**config.mk**
```make
export PLATFORM = sky130hd
export DESIGN_NAME = sram_like_arbiter
export DESIGN_NICKNAME = d
export VERILOG_FILES = /design/src/rtl/sram_like_arbiter.sv
export SDC_FILE = /design/constraint.sdc
export NUM_CORES = 1
export LEC_CHECK = 0
export ABC_CLOCK_PERIOD_IN_PS = 2950
export CORE_AREA = 2 2 123 125
export DETAILED_ROUTE_END_ITERATION = 8
export DIE_AREA = 0 0 125 127
export GPL_TIMING_DRIVEN = 0
export SYNTH_ARGS = -nofsm -noshare
export SYNTH_HDL_FRONTEND = slang
export SYNTH_SLANG_ARGS = --single-unit
export TNS_END_PERCENT = 20
```
**constraint.sdc**
```tcl
create_clock -name clk -period 2.95 [get_ports clk]
set_input_delay 0.885 -clock clk [delete_from_list [all_inputs] [get_ports clk]]
set_output_delay 0.885 -clock clk [all_outputs]
set_load 0.03 [all_outputs]
```
**src/rtl/sram_like_arbiter.sv**
```systemverilog
// sram_like_arbiter
// Shares one SRAM-like memory port between the instruction-fetch (inst_*) and
// load/store (data_*) requesters. Address phases are arbitrated and passed
// through combinationally. Accepted transactions are logged in an in-order
// owner FIFO, so each data_ok/rdata is routed back to the requester that
// issued it.
// Optional feature: define SRAM_ARB_RR_EN to break inst/data ties
// round-robin instead of with fixed DATA-over-INST priority.
module sram_like_arbiter #(
    parameter int OT_DEPTH = 4,
    parameter int OT_AW    = 2
) (
    input  logic        clk,
    input  logic        reset,
    // instruction-fetch requester
    input  logic        inst_req,
    input  logic        inst_wr,
    input  logic [1:0]  inst_size,
    input  logic [3:0]  inst_wstrb,
    input  logic [31:0] inst_addr,
    input  logic [31:0] inst_wdata,
    output logic        inst_addr_ok,
    output logic        inst_data_ok,
    output logic [31:0] inst_rdata,
    // load/store requester
    input  logic        data_req,
    input  logic        data_wr,
    input  logic [1:0]  data_size,
    input  logic [3:0]  data_wstrb,
    input  logic [31:0] data_addr,
    input  logic [31:0] data_wdata,
    output logic        data_addr_ok,
    output logic        data_data_ok,
    output logic [31:0] data_rdata,
    // shared port towards the bridge
    output logic        mem_req,
    output logic        mem_wr,
    output logic [1:0]  mem_size,
    output logic [3:0]  mem_wstrb,
    output logic [31:0] mem_addr,
    output logic [31:0] mem_wdata,
    input  logic        mem_addr_ok,
    input  logic        mem_data_ok,
    input  logic [31:0] mem_rdata
);

    typedef enum logic [1:0] {
        GNT_NONE = 2'd0,
        GNT_INST = 2'd1,
        GNT_DATA = 2'd2
    } grant_e;

    typedef struct packed {
        logic        req;
        logic        wr;
        logic [1:0]  size;
        logic [3:0]  wstrb;
        logic [31:0] addr;
        logic [31:0] wdata;
    } sram_req_t;

    localparam logic [OT_AW:0]   DEPTH_C = (OT_AW+1)'(OT_DEPTH);
    localparam logic [OT_AW:0]   CNT_ONE = (OT_AW+1)'(1);
    localparam logic [OT_AW-1:0] PTR_ONE = OT_AW'(1);

    // Owner FIFO: one bit per outstanding transaction, 1 = DATA, 0 = INST.
    logic [OT_DEPTH-1:0] owner_q, owner_d;
    logic [OT_AW-1:0]    wptr_q, wptr_d;
    logic [OT_AW-1:0]    rptr_q, rptr_d;
    logic [OT_AW:0]      count_q, count_d;
    // Lock pins the grant to a requester whose address phase is stalled.
    logic                lock_valid_q, lock_valid_d;
    logic                lock_owner_q, lock_owner_d;

    sram_req_t inst_r, data_r, mem_r;
    grant_e    grant;
    logic      full;
    logic      accept;
    logic      pop;
    logic      head_owner;

    assign inst_r = {inst_req, inst_wr, inst_size, inst_wstrb, inst_addr, inst_wdata};
    assign data_r = {data_req, data_wr, data_size, data_wstrb, data_addr, data_wdata};

    assign full = (count_q == DEPTH_C);

`ifdef SRAM_ARB_RR_EN
    // Last accepted requester (1 = DATA); a tie goes to the other one.
    logic rr_last_q, rr_last_d;

    // Remember who won the most recent accepted address phase.
    always_comb begin
        rr_last_d = rr_last_q;
        if (accept) rr_last_d = (grant == GNT_DATA);
    end

    // Round-robin state register; resets to INST so DATA wins the first tie.
    always_ff @(posedge clk or posedge reset) begin
        if (reset) rr_last_q <= 1'b0;
        else       rr_last_q <= rr_last_d;
    end
`endif

    // Grant selection: nothing while full or in reset, lock holder next,
    // then the tie-break between simultaneous requests.
    always_comb begin
        grant = GNT_NONE;
        if (reset || full) begin
            grant = GNT_NONE;
        end else if (lock_valid_q) begin
            grant = lock_owner_q ? GNT_DATA : GNT_INST;
        end else if (data_req && inst_req) begin
`ifdef SRAM_ARB_RR_EN
            grant = rr_last_q ? GNT_INST : GNT_DATA;
`else
            grant = GNT_DATA;
`endif
        end else if (data_req) begin
            grant = GNT_DATA;
        end else if (inst_req) begin
            grant = GNT_INST;
        end
    end

    // Request mux: the granted requester's fields, zero when nobody holds the grant.
    always_comb begin
        mem_r = '0;
        case (grant)
            GNT_INST: mem_r = inst_r;
            GNT_DATA: mem_r = data_r;
            default:  mem_r = '0;
        endcase
    end

    assign mem_req   = mem_r.req;
    assign mem_wr    = mem_r.wr;
    assign mem_size  = mem_r.size;
    assign mem_wstrb = mem_r.wstrb;
    assign mem_addr  = mem_r.addr;
    assign mem_wdata = mem_r.wdata;

    assign accept       = mem_req & mem_addr_ok;
    assign inst_addr_ok = accept & (grant == GNT_INST);
    assign data_addr_ok = accept & (grant == GNT_DATA);

    // A data_ok with nothing outstanding is spurious and is dropped here.
    assign pop          = mem_data_ok & (count_q != '0) & ~reset;
    assign head_owner   = owner_q[rptr_q];
    assign inst_data_ok = pop & ~head_owner;
    assign data_data_ok = pop &  head_owner;
    assign inst_rdata   = mem_rdata;
    assign data_rdata   = mem_rdata;

    // Next state for the owner FIFO and the address-phase lock.
    always_comb begin
        owner_d      = owner_q;
        wptr_d       = wptr_q;
        rptr_d       = rptr_q;
        count_d      = count_q;
        lock_valid_d = lock_valid_q;
        lock_owner_d = lock_owner_q;

        if (accept) begin
            owner_d[wptr_q] = (grant == GNT_DATA);
            wptr_d          = wptr_q + PTR_ONE;
        end
        if (pop) begin
            rptr_d = rptr_q + PTR_ONE;
        end
        case ({accept, pop})
            2'b10:   count_d = count_q + CNT_ONE;
            2'b01:   count_d = count_q - CNT_ONE;
            default: count_d = count_q;
        endcase

        if (mem_req && !mem_addr_ok) begin
            lock_valid_d = 1'b1;
            lock_owner_d = (grant == GNT_DATA);
        end else if (accept) begin
            lock_valid_d = 1'b0;
        end
    end

    // State registers; reset abandons anything in flight.
    always_ff @(posedge clk or posedge reset) begin
        if (reset) begin
            owner_q      <= '0;
            wptr_q       <= '0;
            rptr_q       <= '0;
            count_q      <= '0;
            lock_valid_q <= 1'b0;
            lock_owner_q <= 1'b0;
        end else begin
            owner_q      <= owner_d;
            wptr_q       <= wptr_d;
            rptr_q       <= rptr_d;
            count_q      <= count_d;
            lock_valid_q <= lock_valid_d;
            lock_owner_q <= lock_owner_d;
        end
    end

endmodule

```
### Yosys cells after proc, flatten, opt, wreduce, memory -nomap -nowiden

Cells that the tools add are included.

* bits of input ports: 180
* output and inout bits: 140
* register bits: 13

* reductions and logical operators: 8
* muxes and demuxes: 15
* bitwise gates (word level): 9
* equal/unequal tests: 5
* add/subtract/negate cells: 4
* magnitude comparators: 3

Operators with widths (number)
* $pmux 72 s2: 1
* $mux 2: 5
* $and 1x1->1: 7
* $lt 2x3->1 const B: 2
* $pmux 3 s2: 1
* $mux 1: 5
* $add 2x1->2 const B: 2
* $bwmux 4: 1
* $eq 2x1->1 const B: 2
* $eq 2x2->1 const B: 2
* $reduce_bool 2->1: 2
* $add 3x1->3 const B: 1
* $eq 3x3->1 const B: 1
* $logic_and 1x1->1: 3
* $reduce_bool 3->1: 1
* $sub 3x1->3 const B: 1
* $bmux 1 s2: 1
* $demux 1 s2: 1
* $ge 2x1->1 const B: 1
* $not 1->1: 2
* $logic_not 1->1: 1
* $logic_or 1x1->1: 1

### Longest topological paths before layout

* word-level depth: 10
* depth in mapped cells: 14

### Worst setup path after synthesis

No wires, ideal clock.

* path type: input-to-output
* start point: in reset
* end point: out mem_addr[14]
* stages: 8
* arrival: 2.372 ns
* setup slack: -0.307 ns
* data required time: 2.065 ns
* buffers on the path: 3
* cells stage by stage: a31oi_1 -> and2_1 -> ha_1 -> buf_4 -> buf_2 -> buf_2 -> a22oi_1 -> nor2_1

* longest elaborated chain between the ends: 4
* elaborated cells on any way between the ends: 5

RTL lines
* start, declared: line 14 `input logic reset,`
* $logic_or 1x1->1 *: line 108 `if (reset || full) begin`
* $mux 2 *: line 108
* $eq 2x2->1 or $eq 2x1->1 (tied branches): line 128 `case (grant)`
* $pmux 72 s2 *: line 128
* end, declared: line 40 `output logic [31:0] mem_addr,`

Every way passes the cells marked *; elsewhere a longest branch is shown, timed or not.

### Worst setup path after layout

* start point: in data_req
* end point: out mem_addr[0]

* longest elaborated chain between the ends: 6
* elaborated cells on any way between the ends: 8

RTL lines
* start, declared: line 26 `input logic data_req,`
* $mux 2 or $logic_and 1x1->1 (tied branches): line 118, 112
* $mux 2 *: line 112 `end else if (data_req && inst_req) begin`
* $mux 2 *: line 110 `end else if (lock_valid_q) begin`
* $mux 2 *: line 108
* $eq 2x2->1 or $eq 2x1->1 (tied branches): line 128
* $pmux 72 s2 *: line 128

Marked as above.

==> results summary <==
The flow ran to the end, but the final reports show violations. The checks that failed: setup timing. Hold repair after CTS inserted 0 buffers. The cell area after placement came out at 5510 sq um. Among all stages on the critical path, the largest delay is contributed by mux2_4. Summed over all instances, the cell type with the most area after synthesis is a22oi_1. After synthesis, the cell types taking the most area are a22oi_1 24%, buf_4 22%, dfrtp_1 15%.

The total routing usage reported by global routing came out at 0.153. The first-pass detailed-route iteration total came out at 4. Wires add up to 13300 um. The final net count came out at 796. The number of antenna violations at the first check in global routing was 0. Dividing the detail-routed wire length by the instance count gives 16.8 um. The global-route wire length before repair came out at 19500 um. Setup repair after global routing could not meet its margin everywhere. The power density relative to cell area is 604 nW/um^2. The design area came out at 6490 sq um. The vertical die dimension is 127 um. The register bit count reported by yosys came out at 13. In the synthesized netlist the async set-or-reset flop fraction comes to 1.00. The post-synthesis average cell area is 7.38 sq um. Relative to the synthesized area, the layout overhead comes to 193%. The core outline area came out at 14400 sq um.

The worst clock skew came out at 0.00307 ns. After global routing the overflow that remains totals 0. The largest voltage drop on the vdd net is 0.297 mV. The initial standard-cell utilization of the core is 0.154. TritonCTS built the clock tree. The worst setup slack after layout is -0.285 ns.

In this run the number of H-tree levels came out at 1. The final worst-path cycle share is 1.10. When the netlist entered floorplanning its net count stood at 488.

The count of max-cap constraint violations is 0. The number of vias in the routed layout is 3308. The final number of max-transition violations was 0.

The clock insertion delay at the later pin of the skew report is 0.24 ns. The cell sitting at the root of the clock tree is a clkbuf_16. The startpoint identified for the worst register-to-register timing path is lock_valid_q$_DFFE_PP0P_. The worst setup path is launched from an input pin.

The number of flops mapped to enable cells by yosys is 0. The top fanout value on the critical path is 10. By startpoint and endpoint, the worst setup path is classified as in -> out. The share of synthesized area in the top cell type comes to 0.241. The worst setup slack before clock tree synthesis is -1.71 ns. The count of cells along the worst hold path is 1.

For this block, the initial DRC count from the detailed router was 49. The worst hold path terminates at rptr_q[1]$_DFFE_PP0P_. STA classifies the critical path endpoint as an output pin. After detailed routing, the number of vias per cell comes to 4.18.

The port buffer count came out at 287. The number of antenna-violating nets in the routed design is 0. The number of cells on the worst reg-to-reg path came out at 13. The worst path arrival time came out at 2.35 ns. The slew at the pin closest to its max-slew limit is 0.504 ns. In the final layout, the share of cells above drive strength 1 is 0.542. The floorplan step defined a die boundary enclosing 15900 sq um.

The highest clock frequency the design can meet is 309 MHz. The tightest min-delay check is of the reg -> reg type. The number of clock sinks seen by CTS came out at 13. The final hold violation count came to 0. The internal reg-to-reg setup slack came out at 0.11 ns. The clock passes through at most 2 buffers. The HPWL reported at the end of detailed placement is 10400 um.

The total of endpoints with negative setup slack in the final report came out at 75. In this design, the critical path's most frequently occurring cell is buf_12. The data required time at the worst endpoint came out at 2.07 ns. Yosys printed 0 warnings.

The overall die width came out at 125 um. The accumulated negative setup slack came out at -16.60 ns. Clock-pin slew was measured on the worst setup and hold paths at 0.05 ns. The total DRC errors in the routed layout came out at 0.

The floorplan row count is 44. The delay contributed by the slowest stage of the critical path came out at 0.27 ns. Counting every instance in the synthesized netlist gives 300. The endpoint identified for the worst register-to-register timing path is count_q[2]$_DFFE_PP0P_. The worst-case headroom to the max-slew limit came out at 0.663. The startpoint identified for the worst hold timing path is rptr_q[1]$_DFFE_PP0P_. The minimum period implied by the final worst setup slack is 3.23 ns.

The TritonCTS buffer count came out at 3. Routability-driven placement finished with a final weighted congestion of 0.807. The number of global-route vias before repair came out at 3396. 320 I/O pins were placed. 0 antenna diodes ended up in the layout.

The register area share after synthesis is 0.147. The most used flip-flop cell after synthesis is dfrtp_1. The count of different cell masters after synthesis came out at 29.

The largest net degree at the start of global routing came out at 14. The combined area of all synthesized cells came out at 2210 sq um. Walking the worst path, the cells encountered are buf_8 -> mux2_4 -> and2_4 -> ha_4 -> buf_12 -> buf_12 -> a22oi_2 -> nor2_2 -> buf_6.

The final core area utilization is 0.450. The leakage dissipation is 2.59 nW.
-- metal layers --
metal	share of wire	vias up	GRT usage	wire length, um
li1	-	1605	-	-
met4	0.0051	0	0.0229	68
met3	0.058	7	0.0255	766
met2	0.56	144	0.296	7500
met5	0	-	0	0
met1	0.37	1552	0.180	4950
-- cells in the mapped netlist, types with 2 or more instances --
cell type and instances:
xor2_1 4, nor2b_1 2, nor3_1 4, mux2_1 6, nor2_1 73, ha_1 7
dfrtp_1 13, clkbuf_1 10, buf_2 12, nor4bb_1 3, inv_1 7, buf_4 66
xnor2_1 2, and2_1 4, nand2_1 3, a22oi_1 71
-- cells in the final DEF (no fill, tap or decap), drive strengths merged, types with 2 or more instances in the layout --
cell / instances
xnor2: 2
a22oi: 72
ha: 7
xor2: 4
nand2: 3
buf: 168
nor2: 73
nor2b: 2
inv: 7
mux2: 7
nor4bb: 3
nor3: 4
nor3b: 3
dfrtp: 13
clkdlybuf4s50: 208
and2: 4
clkbuf: 19
-- worst max-delay path: cells and delay by family --
kind | cells | cell delay (ns)
adders and majority gates | 1 | 0.21
AOI/OAI and AO/OA | 1 | 0.20
and+or+nand+nor | 2 | 0.23
muxes | 1 | 0.27
buffers and inverters | 4 | 0.55
-- sequential cells by signal, indices dropped and copies added (netlist names) --
signal	cells
lock_owner_q	1
rptr_q	2
count_q	3
owner_q	4
lock_valid_q	1
wptr_q	2
-- power breakdown --
part,switching (mW),leakage [nW],internal (mW)
Combinational,1.72,2.39,1.63
Clock,0.0759,0.0382,0.182
Sequential,0.0674,0.162,0.249
Total,1.86,2.59,2.06
-- worst max-delay path by stage --
stage	startpoint	end	slack (ns)	cells after the start
6_report	data_req	mem_addr[0]	-0.28	9
5_1_grt	reset	inst_addr_ok	-0.37	9
4_1_cts	data_req	mem_addr[14]	-0.35	10
3_5_place_dp	inst_req	mem_wdata[24]	-1.71	9
3_3_place_gp	reset	mem_wdata[21]	-1.67	9
2_1_floorplan	inst_req	mem_addr[10]	-0.17	6
-- metrics by stage --
stage                     std cells  hold slack (ns)  power (mW)
after floorplan                 300            0.450        1.86
after global placement          771            0.467        2.76
after detailed placement        771            0.472        2.80
after CTS                       785            0.477        3.82
after global routing            791            0.510        4.16
final                           791            0.479        3.92
-- logic make-up (layout without fill, tap and decap cells) --
logic type / Yosys count / after routing / synth area share
AO/OA/AOI/OAI: 76 / 76 / 0.263
XOR/XNOR: 6 / 6 / 0.0237
adder cells (fa/ha/maj): 8 / 8 / 0.0486
buffers and inverters: 96 / 403 / 0.281
flip-flops: 13 / 13 / 0.147
multiplexers: 9 / 9 / 0.0503
AND/OR/NAND/NOR: 92 / 92 / 0.186
-- layout make-up --
class / count / area [sq um]
clock buffer: 4 / 78.8
timing repair buffer: 304 / 3130
inverter: 7 / 26.3
fill: 1397 / 7940
multi-input combinational: 191 / 1830
buffer: 88 / 863
sequential: 13 / 325
tap: 184 / 230
-- what timing repair did --
action | CTS | global route
gates cloned | 5 | 2
pin swaps | 8 | 19
resized for setup | 632 | 50
endpoints found under the setup margin | 80 | 77
buffers inserted | 5 | 5
Note: power is estimated with default switching activity, not from simulation.
